$ cat src/rtl/ifetch.sv
// Instruction fetch: one outstanding bus request, one-entry output buffer, redirect squash.
// Best case one instruction per 3 cycles; the buffer is held until decode accepts it.
module ifetch #(
  parameter logic [63:0] RESET_PC = 64'h8000_0000
) (
  input  logic        clk,
  input  logic        resetn,
  input  logic        redirect_valid,
  input  logic [63:0] redirect_pc,
  output logic [63:0] pcplus4,
  output logic        ireq_valid,
  output logic [63:0] ireq_addr,
  input  logic        ireq_ready,
  input  logic        iresp_valid,
  input  logic [31:0] iresp_data,
  output logic        f_valid,
  output logic [63:0] f_pc,
  output logic [31:0] f_instr,
  output logic        f_exc,
  input  logic        d_ready
);

  typedef enum logic [1:0] {S_IDLE, S_REQ, S_WAIT, S_HOLD} state_t;

  state_t      r_state, w_state_nxt;
  logic [63:0] r_pc, w_pc_nxt;
  logic [63:0] r_req_addr, w_req_addr_nxt;
  logic        r_drop, w_drop_nxt;
  logic [31:0] r_f_instr, w_f_instr_nxt;
  logic        r_f_exc, w_f_exc_nxt;
  logic [63:0] w_pcplus4;
  logic        w_misaligned;

  assign w_pcplus4    = r_pc + 64'd4;
  assign w_misaligned = (r_req_addr[1:0] != 2'b00);

  assign pcplus4    = w_pcplus4;
  assign ireq_valid = (r_state == S_REQ) && !w_misaligned;
  assign ireq_addr  = r_req_addr;
  assign f_valid    = (r_state == S_HOLD);
  assign f_pc       = r_pc;
  assign f_instr    = r_f_instr;
  assign f_exc      = r_f_exc;

  always_comb begin
    w_state_nxt    = r_state;
    w_pc_nxt       = r_pc;
    w_req_addr_nxt = r_req_addr;
    w_drop_nxt     = r_drop;
    w_f_instr_nxt  = r_f_instr;
    w_f_exc_nxt    = r_f_exc;

    // Redirect outranks the sequential advance on a decode handshake.
    if (redirect_valid) begin
      w_pc_nxt = redirect_pc;
    end else if (r_state == S_HOLD && d_ready) begin
      w_pc_nxt = w_pcplus4;
    end

    case (r_state)
      S_IDLE: begin
        w_state_nxt    = S_REQ;
        w_req_addr_nxt = w_pc_nxt;
      end
      S_REQ: begin
        if (w_misaligned) begin
          w_state_nxt   = S_HOLD;
          w_f_exc_nxt   = 1'b1;
          w_f_instr_nxt = 32'd0;
        end else if (ireq_ready) begin
          w_state_nxt = S_WAIT;
          w_drop_nxt  = r_drop | redirect_valid;
        end else if (redirect_valid) begin
          w_drop_nxt = 1'b1;
        end
      end
      S_WAIT: begin
        if (iresp_valid) begin
          if (!r_drop && !redirect_valid) begin
            w_state_nxt   = S_HOLD;
            w_f_instr_nxt = iresp_data;
            w_f_exc_nxt   = 1'b0;
          end else begin
            w_state_nxt    = S_REQ;
            w_drop_nxt     = 1'b0;
            w_req_addr_nxt = w_pc_nxt;
          end
        end else if (redirect_valid) begin
          w_drop_nxt = 1'b1;
        end
      end
      S_HOLD: begin
        if (redirect_valid) begin
          w_state_nxt    = S_REQ;
          w_req_addr_nxt = redirect_pc;
        end else if (d_ready) begin
          w_state_nxt    = S_REQ;
          w_req_addr_nxt = w_pcplus4;
        end
      end
      default: w_state_nxt = S_IDLE;
    endcase
  end

  always_ff @(posedge clk or negedge resetn) begin
    if (!resetn) begin
      r_state    <= S_IDLE;
      r_pc       <= RESET_PC;
      r_req_addr <= RESET_PC;
      r_drop     <= 1'b0;
      r_f_instr  <= 32'd0;
      r_f_exc    <= 1'b0;
    end else begin
      r_state    <= w_state_nxt;
      r_pc       <= w_pc_nxt;
      r_req_addr <= w_req_addr_nxt;
      r_drop     <= w_drop_nxt;
      r_f_instr  <= w_f_instr_nxt;
      r_f_exc    <= w_f_exc_nxt;
    end
  end

endmodule

$ cat config.mk
export PLATFORM = sky130hd
export DESIGN_NAME = ifetch
export DESIGN_NICKNAME = d
export VERILOG_FILES = /design/src/rtl/ifetch.sv
export SDC_FILE = /design/constraint.sdc
export NUM_CORES = 1
export LEC_CHECK = 0
export BUFFER_PORTS_ARGS = -buffer_cell sky130_fd_sc_hd__buf_2
export CAP_MARGIN = 40
export CORE_ASPECT_RATIO = 1.2
export CORE_MARGIN = 2
export CORE_UTILIZATION = 45
export CTS_CLUSTER_SIZE = 12
export DETAILED_ROUTE_END_ITERATION = 8
export PLACE_DENSITY = 0.69
export SYNTH_ARGS = -nofsm -noshare
export SYNTH_HDL_FRONTEND = slang
export SYNTH_SLANG_ARGS = --single-unit
$ cat constraint.sdc
create_clock -name clk -period 2.95 [get_ports clk]
set_input_delay 0.295 -clock clk [delete_from_list [all_inputs] [get_ports clk]]
set_output_delay 0.295 -clock clk [all_outputs]
set_load 0.05 [all_outputs]
==> impl_metrics.py, run 1 <==
metrics = {
    "drt": {
        "routed_via_density": 5.68,
        "dr.first_iter.drc_count": 762,
        "wire_per_inst_um": 19.8,
        "postRouteAntennaNets": 0,
        "routed-via-count": 10553,
        "drt_wl_total_mm": 36.7,
        "drcViolationCount": 0,
        "drtPass1Iterations": 7,
    },
    "synthesis": {
        "synth_warnings": 0,
        "syn_area_per_cell_um2": 8.52,
        "synth.ff_latch_count": 164,
        "synth_edf_count": 0,
        "synth_seq_area_share": 0.407,
        "async_reset_ff_frac": 1.00,
        "syn-cell-area_mm2": 0.0101,
        "netlist_instances": 1184,
        "ys.flop_type": "dfrtp_1",
        "ys_types": 63,
        "syn-num-nets": 1291,
    },
    "global_route": {
        "grt_pass1_vias": 10249,
        "grt.overflow.total": 0,
        "grt_max_degree": 66,
        "grt_pass1_wl_mm": 55.8,
        "antenna_found_initial": 3,
        "gr-usage-all-layers": 0.301,
    },
    "power": {
        "total_power_uw": 13100,
        "peakVddDrop_v": 0.000555,
        "power_density_mw_per_mm2": 911,
        "power_leakage_uw": 0.00635,
    },
    "run": {
        "drv_cap": 0,
    },
    "sta": {
        "setup_viol_count_final": 6,
        "period_share": 1.04,
        "fin_skew_ns": 0.0150,
        "fin_crit_ns": 3.07,
        "rsz0062_at_grt": "true",
        "finalHoldViolCount": 0,
        "max_freq_mhz": 326,
        "max_slew_margin": 0.443,
        "tightest_slew_ns": 0.835,
        "maxSlewViolCount": 0,
        "setup_slack_ns": -0.117,
    },
    "die": {
        "die_width_um": 141,
        "dieArea_mm2": 0.0236,
        "initial_core_util": 0.454,
        "core.rowCount": 60,
        "core_area_mm2": 0.0222,
        "fp.dieH_um": 168,
        "ios": 329,
    },
    "min_path": {
        "hold_class": "input port to flop",
    },
    "placed_design": {
        "io_buffers": 328,
        "place_congestion": 0.927,
        "dp_slack_ns": 0.118,
        "dp_hpwl_mm": 26.3,
    },
    "setup_path": {
        "cp_num_buf_inv": 1,
        "crit_fanout": 6,
        "required_ns": 2.65,
        "start_kind": "flop",
        "cp_slowest_stage_delay_ns": 0.66,
        "crit_path_cell_trace": "ha_4, nand3_2, or3_4, or4_4, o31a_1, or2_4, buf_8",
        "end_kind": "output pin",
        "cp.arrival_ns": 2.77,
        "critPathTopFamily": "simple AND/OR/NAND/NOR gates",
        "slowest_stage": "or4_4",
        "critPathKind": "flop to output pin",
    },
    "clock_network": {
        "clock_latency_ns": 0.44,
        "cts.htree.levels": 4,
        "cts.sinks": 164,
        "cts_made_buffers": 17,
        "cts_tree": "done",
        "cts-root-buf": "clkbuf_16",
        "cts.path.max_buffers": 2,
        "path_clk_slew_ns": 0.07,
    },
    "layout": {
        "final_cell_mix": "295 x buf_2, 174 x nand2_1, 135 x buf_4, 126 x dfrtp_1, 95 x o21ai_0",
        "drive_gt1_frac": 0.424,
        "layout_commonest_cell": "buf_2",
        "final_nets": 1673,
        "syn_to_final_growth_pct": 42.7,
    },
    "run_status": {
        "status": "finished, violations left",
        "violations": "negative setup slack",
    },
}
where the power goes:
part / total [uW] / switching (uW) / leakage (uW) / internal [uW]
clock network: 2400 / 1040 / 0.000304 / 1360
logic: 7220 / 5380 / 0.00411 / 1840
registers: 3500 / 498 / 0.00193 / 3000
total: 13100 / 6910 / 0.00635 / 6200
metal layers:
layer | GRT usage | vias up | wire length [um]
met4 | 0.153 | 2 | 1710
li1 | - | 4837 | -
met5 | 0 | - | 16
met1 | 0.358 | 5131 | 14100
met3 | 0.0717 | 107 | 2810
met2 | 0.507 | 476 | 18100
through the flow:
step / area (um2) / hold WS (ns) / instances / utilization / TNS, ns
final: 14400 / 0.102 / 1859 / 0.648 / -0.424
after CTS: 14000 / 0.0918 / 1838 / 0.631 / -0.737
after detailed placement: 12800 / 0.267 / 1772 / 0.577 / 0
after floorplan: 10500 / -0.000591 / 1184 / - / -0.180
after global placement: 12800 / 0.274 / 1772 / 0.577 / 0
after global routing: 14400 / 0.105 / 1859 / 0.648 / -1.21
tightest hold or removal path: cells and delay by family:
| family | cells | cell delay, ns |
|---|---|---|
| buffers and inverters | 1 | 0.08 |
| AO/OA/AOI/OAI | 1 | 0.07 |
| AND/OR/NAND/NOR | 1 | 0.06 |
flip-flops by register name (all words and copies together) (netlist names):
name / flops
f_pc: 64
ireq_addr: 64
f_instr: 32
r_state: 2
f_exc: 1
r_drop: 1
Yosys cell counts (all sizes together) (3+ instances only):
master    n  share of area
a211oi   10         0.0074
a21boi    6         0.0045
a21oi    35          0.017
a22o      4         0.0035
a31oi    11         0.0068
and2      3         0.0019
and3     14         0.0087
buf      21          0.011
clkbuf   87          0.032
dfrtp   162           0.40
ha        5         0.0062
inv      15         0.0056
mux2     42          0.047
mux2i     8         0.0079
nand2   181          0.067
nand2b    6         0.0037
nand3    48          0.024
nand4    36          0.024
nor2     88          0.033
nor2b     4         0.0025
nor3     45          0.025
nor3b     3         0.0022
nor4     23          0.016
o21a      5         0.0037
o21ai   100          0.050
o221ai    4         0.0035
o31ai     5         0.0037
or2       7         0.0043
or3      25          0.016
xnor2    97          0.084
xor2     51          0.044
worst paths after layout:
kind	start	to	slack (ns)	cells after the start
setup reg to reg	f_pc[2]	ireq_addr[60]	0.29	9
setup / recovery	f_pc[2]	pcplus4[52]	-0.12	7
hold reg to reg	f_instr[0]	f_instr[0]	0.47	2
max in group asynchronous	resetn	f_pc[53]	1.58	3
min in group asynchronous	resetn	f_pc[0]	0.37	2
hold / removal	redirect_pc[57]	f_pc[57]	0.10	3
final cells by class:
class,count,area (um2)
sequential,164,4150
fill,1880,7830
multi-input combinational,897,6160
timing repair buffer,471,3050
clock buffer,17,425
inverter,15,57.6
antenna,1,2.50
clock inverter,15,194
tap,279,349
cells by family after synthesis:
| logic type | count (synthesis) | synth area share |
|---|---|---|
| multiplexers | 50 | 0.0548 |
| flip-flops | 164 | 0.407 |
| AO/OA/AOI/OAI | 204 | 0.120 |
| adder cells (fa/ha/maj) | 5 | 0.00620 |
| buffers and inverters | 123 | 0.0486 |
| XOR/XNOR | 148 | 0.128 |
| AND/OR/NAND/NOR | 490 | 0.235 |
repair_timing:
action,in CTS,in global routing
pin swaps,18,15
hold buffers,1,0
endpoints found under the hold margin,42,0
buffers inserted,32,21
gates cloned,1,0
setup endpoints to repair,36,36
resized for setup,74,54
Power figures use the tool's default switching activity.
==> run 2: changes to the inputs <==
Settings changed: REMOVE_ABC_BUFFERS set to 1.
==> impl_metrics.py, run 2 (synthesized netlist as in run 1, its figures left out) <==
metrics = {
    "layout": {
        "postLayoutCellArea_mm2": 0.0140,
        "layout_commonest_cell": "buf_2",
        "syn_to_final_growth_pct": 38.9,
        "final_util": 0.631,
        "drive_gt1_frac": 0.392,
        "final_nets": 1667,
        "seq_area_mm2": 0.00412,
        "diodes": 0,
        "final_cell_mix": "297 x buf_2, 174 x nand2_1, 155 x dfrtp_1, 123 x buf_4, 96 x o21ai_0",
        "layoutNonFillerInstCount": 1851,
        "multi_input_area_mm2": 0.00594,
        "num-fill-cells": 1906,
    },
    "drt": {
        "drt_wl_total_mm": 36.6,
        "dr.first_iter.drc_count": 565,
        "wire_per_inst_um": 19.8,
        "drcViolationCount": 0,
        "routed-via-count": 10425,
        "routed_via_density": 5.63,
        "drtPass1Iterations": 7,
        "postRouteAntennaNets": 0,
    },
    "sta": {
        "finalHoldViolCount": 0,
        "rsz0062_at_grt": "true",
        "setup_viol_count_final": 11,
        "maxSlewViolCount": 0,
        "max_slew_margin": 0.486,
        "tightest_slew_ns": 0.764,
        "fin_crit_ns": 3.11,
        "fin_skew_ns": 0.0121,
        "max_freq_mhz": 322,
        "setup_slack_ns": -0.157,
        "period_share": 1.05,
    },
    "die": {
        "core.rowCount": 60,
        "die_width_um": 141,
        "core_area_mm2": 0.0222,
        "dieArea_mm2": 0.0236,
        "fp.dieH_um": 168,
        "initial_core_util": 0.454,
        "ios": 329,
    },
    "global_route": {
        "gr-usage-all-layers": 0.299,
        "grt_max_degree": 66,
        "grt.overflow.total": 0,
        "antenna_found_initial": 2,
        "grt_pass1_wl_mm": 55.5,
        "grt_pass1_vias": 10084,
    },
    "power": {
        "switching_power_uw": 6870,
        "combPwrFrac": 0.558,
        "internal_power_uw": 6120,
        "p_seq_frac": 0.269,
        "clkPwrFrac": 0.174,
        "power_leakage_uw": 0.00623,
        "power_density_mw_per_mm2": 927,
        "peakVddDrop_v": 0.000576,
        "swShare": 0.529,
    },
    "setup_path": {
        "crit-reg2reg-launch": "f_pc[2]",
        "crit_start": "f_pc[11]",
        "crit_path_end": "pcplus4[60]",
        "critPathKind": "flop to output pin",
        "start_kind": "flop",
        "cp.arrival_ns": 2.81,
        "critPathTopFamily": "simple AND/OR/NAND/NOR gates",
        "r2r_slack_ns": 0.19,
        "required_ns": 2.65,
        "end_kind": "output pin",
        "cp_slowest_stage_delay_ns": 0.62,
        "cp_num_buf_inv": 2,
        "r2r_cells": 13,
        "crit_top_cell": "or4_4",
        "crit_fanout": 3,
        "crit_path_cell_trace": "nand4_2, or4_4, or4_4, buf_6, nor3_4, xor2_1, buf_4",
        "worstReg2RegEnd": "f_pc[48]",
        "slowest_stage": "or4_4",
        "cp.depth": 7,
    },
    "clock_network": {
        "cts.sinks": 164,
        "path_clk_slew_ns": 0.07,
        "cts_made_buffers": 17,
        "cts_tree": "done",
        "cts-root-buf": "clkbuf_16",
        "cts.path.max_buffers": 2,
        "clock_latency_ns": 0.43,
        "cts.htree.levels": 4,
    },
    "placed_design": {
        "io_buffers": 328,
        "dp.cells": 1777,
        "place_congestion": 0.911,
        "dp_slack_ns": 0.0759,
        "dpl-instance-area_mm2": 0.0125,
        "dp_hpwl_mm": 26.4,
    },
    "run_status": {
        "status": "finished, violations left",
        "violations": "negative setup slack",
    },
    "min_path": {
        "hold_start": "redirect_pc[47]",
        "hold_class": "input port to flop",
        "holdPathStages": 3,
    },
    "run": {
        "drv_cap": 0,
    },
}
==> run 2: layer usage <==
| layer | track usage | routed length, um | vias up |
|---|---|---|---|
| li1 | - | - | 4842 |
| met1 | 0.355 | 13900 | 4985 |
| met2 | 0.516 | 18100 | 511 |
| met3 | 0.0865 | 3400 | 85 |
| met4 | 0.112 | 1240 | 2 |
| met5 | 0 | 13 | - |
==> run 2: power groups by stage <==
stage / clock, uW / combinational [uW] / sequential (uW)
6_report: 2260 / 7240 / 3490
5_1_grt: 2380 / 7690 / 3570
4_1_cts: 2290 / 7160 / 3480
3_5_place_dp: 0 / 7090 / 3510
3_3_place_gp: 0 / 7010 / 3490
2_1_floorplan: 0 / 2390 / 5960
==> run 2: area by class of cell <==
class,instances,share of cell area
multi-input cells,898,0.424
clock inverters,13,0.0109
inverters,15,0.00411
clock buffers,18,0.0306
flip-flops and latches,164,0.294
repair buffers,464,0.212
well taps,279,0.0249
==> run 2: per-stage QoR <==
step	total power, uW	setup TNS [ns]	hold WS, ns
after floorplan	8340	-161.89	-0.000591
after global placement	10500	0	0.270
after detailed placement	10600	0	0.272
after CTS	12900	-0.302	0.0910
after global routing	13600	-2.19	0.0935
final	13000	-0.641	0.0991
==> run 2: worst min-delay path by stage <==
stage,end,slack (ns)
after floorplan,f_exc,-0.0006
after global placement,f_instr[0],0.27
after detailed placement,f_instr[0],0.27
after CTS,f_pc[49],0.09
after global routing,f_pc[17],0.09
final,f_pc[47],0.1
==> run 2: repair_timing <==
item	in CTS	in global routing
pin swaps	19	26
setup buffers	19	21
resized for setup	71	85
endpoints found under the setup margin	32	32
hold endpoints to repair	45	0
hold buffers	1	0
cloned	1	1
==> run 2: worst reg2reg max path, cell delays in order, from the launching register on <==
cell     delay, ns
dfrtp_1       0.37
ha_2          0.19
nand3_2       0.09
or3_4         0.39
buf_6         0.14
nor4_4        0.34
buf_4         0.18
buf_6         0.14
buf_4         0.12
buf_4         0.11
buf_4         0.10
nand3_1       0.08
xnor2_1       0.12
mux2_2        0.27
==> run 3: changes to the inputs <==
==> constraint.sdc (replaced) <==
create_clock -name clk -period 2.95 [get_ports clk]
set_input_delay 0.4425 -clock clk [delete_from_list [all_inputs] [get_ports clk]]
set_output_delay 0.4425 -clock clk [all_outputs]
set_load 0.05 [all_outputs]
==> impl_metrics.py, run 3 (synthesized netlist as in run 1, its figures left out) <==
metrics = {
    "placed_design": {
        "dp_slack_ns": -0.0885,
        "place_congestion": 0.908,
        "io_buffers": 328,
        "dp_hpwl_mm": 26.8,
    },
    "die": {
        "ios": 329,
        "initial_core_util": 0.454,
        "dieArea_mm2": 0.0236,
        "core_area_mm2": 0.0222,
        "fp.dieH_um": 168,
        "core.rowCount": 60,
        "die_width_um": 141,
    },
    "power": {
        "peakVddDrop_v": 0.000615,
        "power_leakage_uw": 0.00645,
        "power_density_mw_per_mm2": 906,
    },
    "drt": {
        "drt_wl_total_mm": 37.6,
        "wire_per_inst_um": 19.9,
        "drcViolationCount": 0,
        "routed_via_density": 5.62,
        "routed-via-count": 10609,
        "postRouteAntennaNets": 0,
        "dr.first_iter.drc_count": 728,
        "drtPass1Iterations": 5,
    },
    "setup_path": {
        "cp.arrival_ns": 2.78,
        "worstReg2RegEnd": "f_pc[48]",
        "crit_start": "f_pc[10]",
        "crit_fanout": 3,
        "crit-reg2reg-launch": "f_pc[10]",
        "crit_path_end": "pcplus4[60]",
        "r2r_cells": 12,
        "critPathKind": "flop to output pin",
        "r2r_slack_ns": 0.29,
        "start_kind": "flop",
        "end_kind": "output pin",
        "required_ns": 2.51,
    },
    "clock_network": {
        "cts.sinks": 164,
        "cts_tree": "done",
        "cts_made_buffers": 17,
        "path_clk_slew_ns": 0.07,
        "cts.path.max_buffers": 2,
        "cts.htree.levels": 4,
        "hold_buffers": 0,
        "clock_latency_ns": 0.43,
        "cts-root-buf": "clkbuf_16",
    },
    "sta": {
        "setup_slack_ns": -0.277,
        "rsz0062_at_grt": "true",
        "maxSlewViolCount": 0,
        "fin_skew_ns": 0.00992,
        "max_slew_margin": 0.507,
        "tightest_slew_ns": 0.740,
        "hold-worst-slack_ns": 0.0459,
        "fin_crit_ns": 3.23,
        "max_freq_mhz": 310,
        "setup_viol_count_final": 22,
        "period_share": 1.09,
        "finalHoldViolCount": 0,
    },
    "global_route": {
        "grt_pass1_vias": 10394,
        "antenna_found_initial": 5,
        "grt_max_degree": 73,
        "gr-usage-all-layers": 0.305,
        "grt_pass1_wl_mm": 56.5,
        "grt.overflow.total": 0,
    },
    "layout": {
        "num-fill-cells": 1803,
        "final_util": 0.651,
        "syn_to_final_growth_pct": 43.4,
        "layout_commonest_cell": "buf_2",
        "final_nets": 1700,
        "final_cell_mix": "286 x buf_2, 172 x nand2_1, 154 x dfrtp_1, 153 x buf_4, 94 x o21ai_0",
        "drive_gt1_frac": 0.418,
    },
    "min_path": {
        "hold_class": "input port to async pin",
    },
    "run_status": {
        "status": "finished, violations left",
        "violations": "negative setup slack",
    },
    "run": {
        "drv_cap": 0,
    },
}
## run 3: cell count changes in the layout (fill, tap and decap cells not counted), sizes merged
cell         change
clkinvlp         -1
clkinv           -1
diode            +4
and2             -1
inv              +1
buf             +37
dlygate4sd3      -1
## run 3: worst min-delay path by stage
stage	startpoint	end	cells past startpoint	slack, ns
after floorplan	resetn	f_exc	0	0.15
after global placement	f_instr[15]	f_instr[15]	2	0.46
after detailed placement	ireq_addr[28]	ireq_addr[28]	2	0.46
after CTS	resetn	f_instr[0]	1	0.08
after global routing	resetn	f_instr[0]	1	0.08
final	resetn	f_instr[7]	1	0.05
## run 3: metrics by stage
| step | power (uW) | cell area (um2) | instances | TNS [ns] |
|---|---|---|---|---|
| final | 13100 | 14500 | 1889 | -3.05 |
| after global routing | 13700 | 14500 | 1886 | -4.82 |
| after CTS | 13000 | 13800 | 1851 | -2.17 |
| after detailed placement | 10600 | 12600 | 1800 | -0.283 |
| after global placement | 10500 | 12600 | 1800 | -0.243 |
| after floorplan | 8340 | 9650 | 1076 | -168.55 |
## run 3: repair_timing
item,in CTS,in global routing
gates cloned,1,1
pin swaps,17,27
buffers inserted,18,33
endpoints found under the setup margin,40,40
resized for setup,111,103
## run 3: final cells by class
class	instances	area, um2	area share
clock inverters	12	143	0.00986
well taps	279	349	0.0241
clock buffers	20	447	0.0309
inverters	15	57.6	0.00398
repair buffers	498	3320	0.230
flip-flops and latches	164	4120	0.285
multi-input cells	897	6020	0.416
diodes	4	10.0	0.000692
## run 3: where the power goes
| group | leakage, uW | switching (uW) | internal, uW |
|---|---|---|---|
| clock network | 0.000280 | 1020 | 1290 |
| logic | 0.00422 | 5420 | 1910 |
| registers | 0.00196 | 485 | 2990 |
## run 3: worst max-delay path, cell delays in order (launching register included)
cell and delay, ns:
dfrtp_1 0.38, nand4_2 0.14, or4_4 0.52, or4_4 0.60, buf_6 0.16, nor3_4 0.15
xor2_1 0.17, buf_4 0.22
## run 3: layer usage
| layer | GRT usage | part of all wire | vias to the layer above |
|---|---|---|---|
| met5 | 0 | 0.00035 | - |
| met4 | 0.129 | 0.034 | 2 |
| met3 | 0.0839 | 0.087 | 98 |
| met2 | 0.523 | 0.49 | 505 |
| met1 | 0.360 | 0.39 | 5103 |
| li1 | - | - | 4901 |
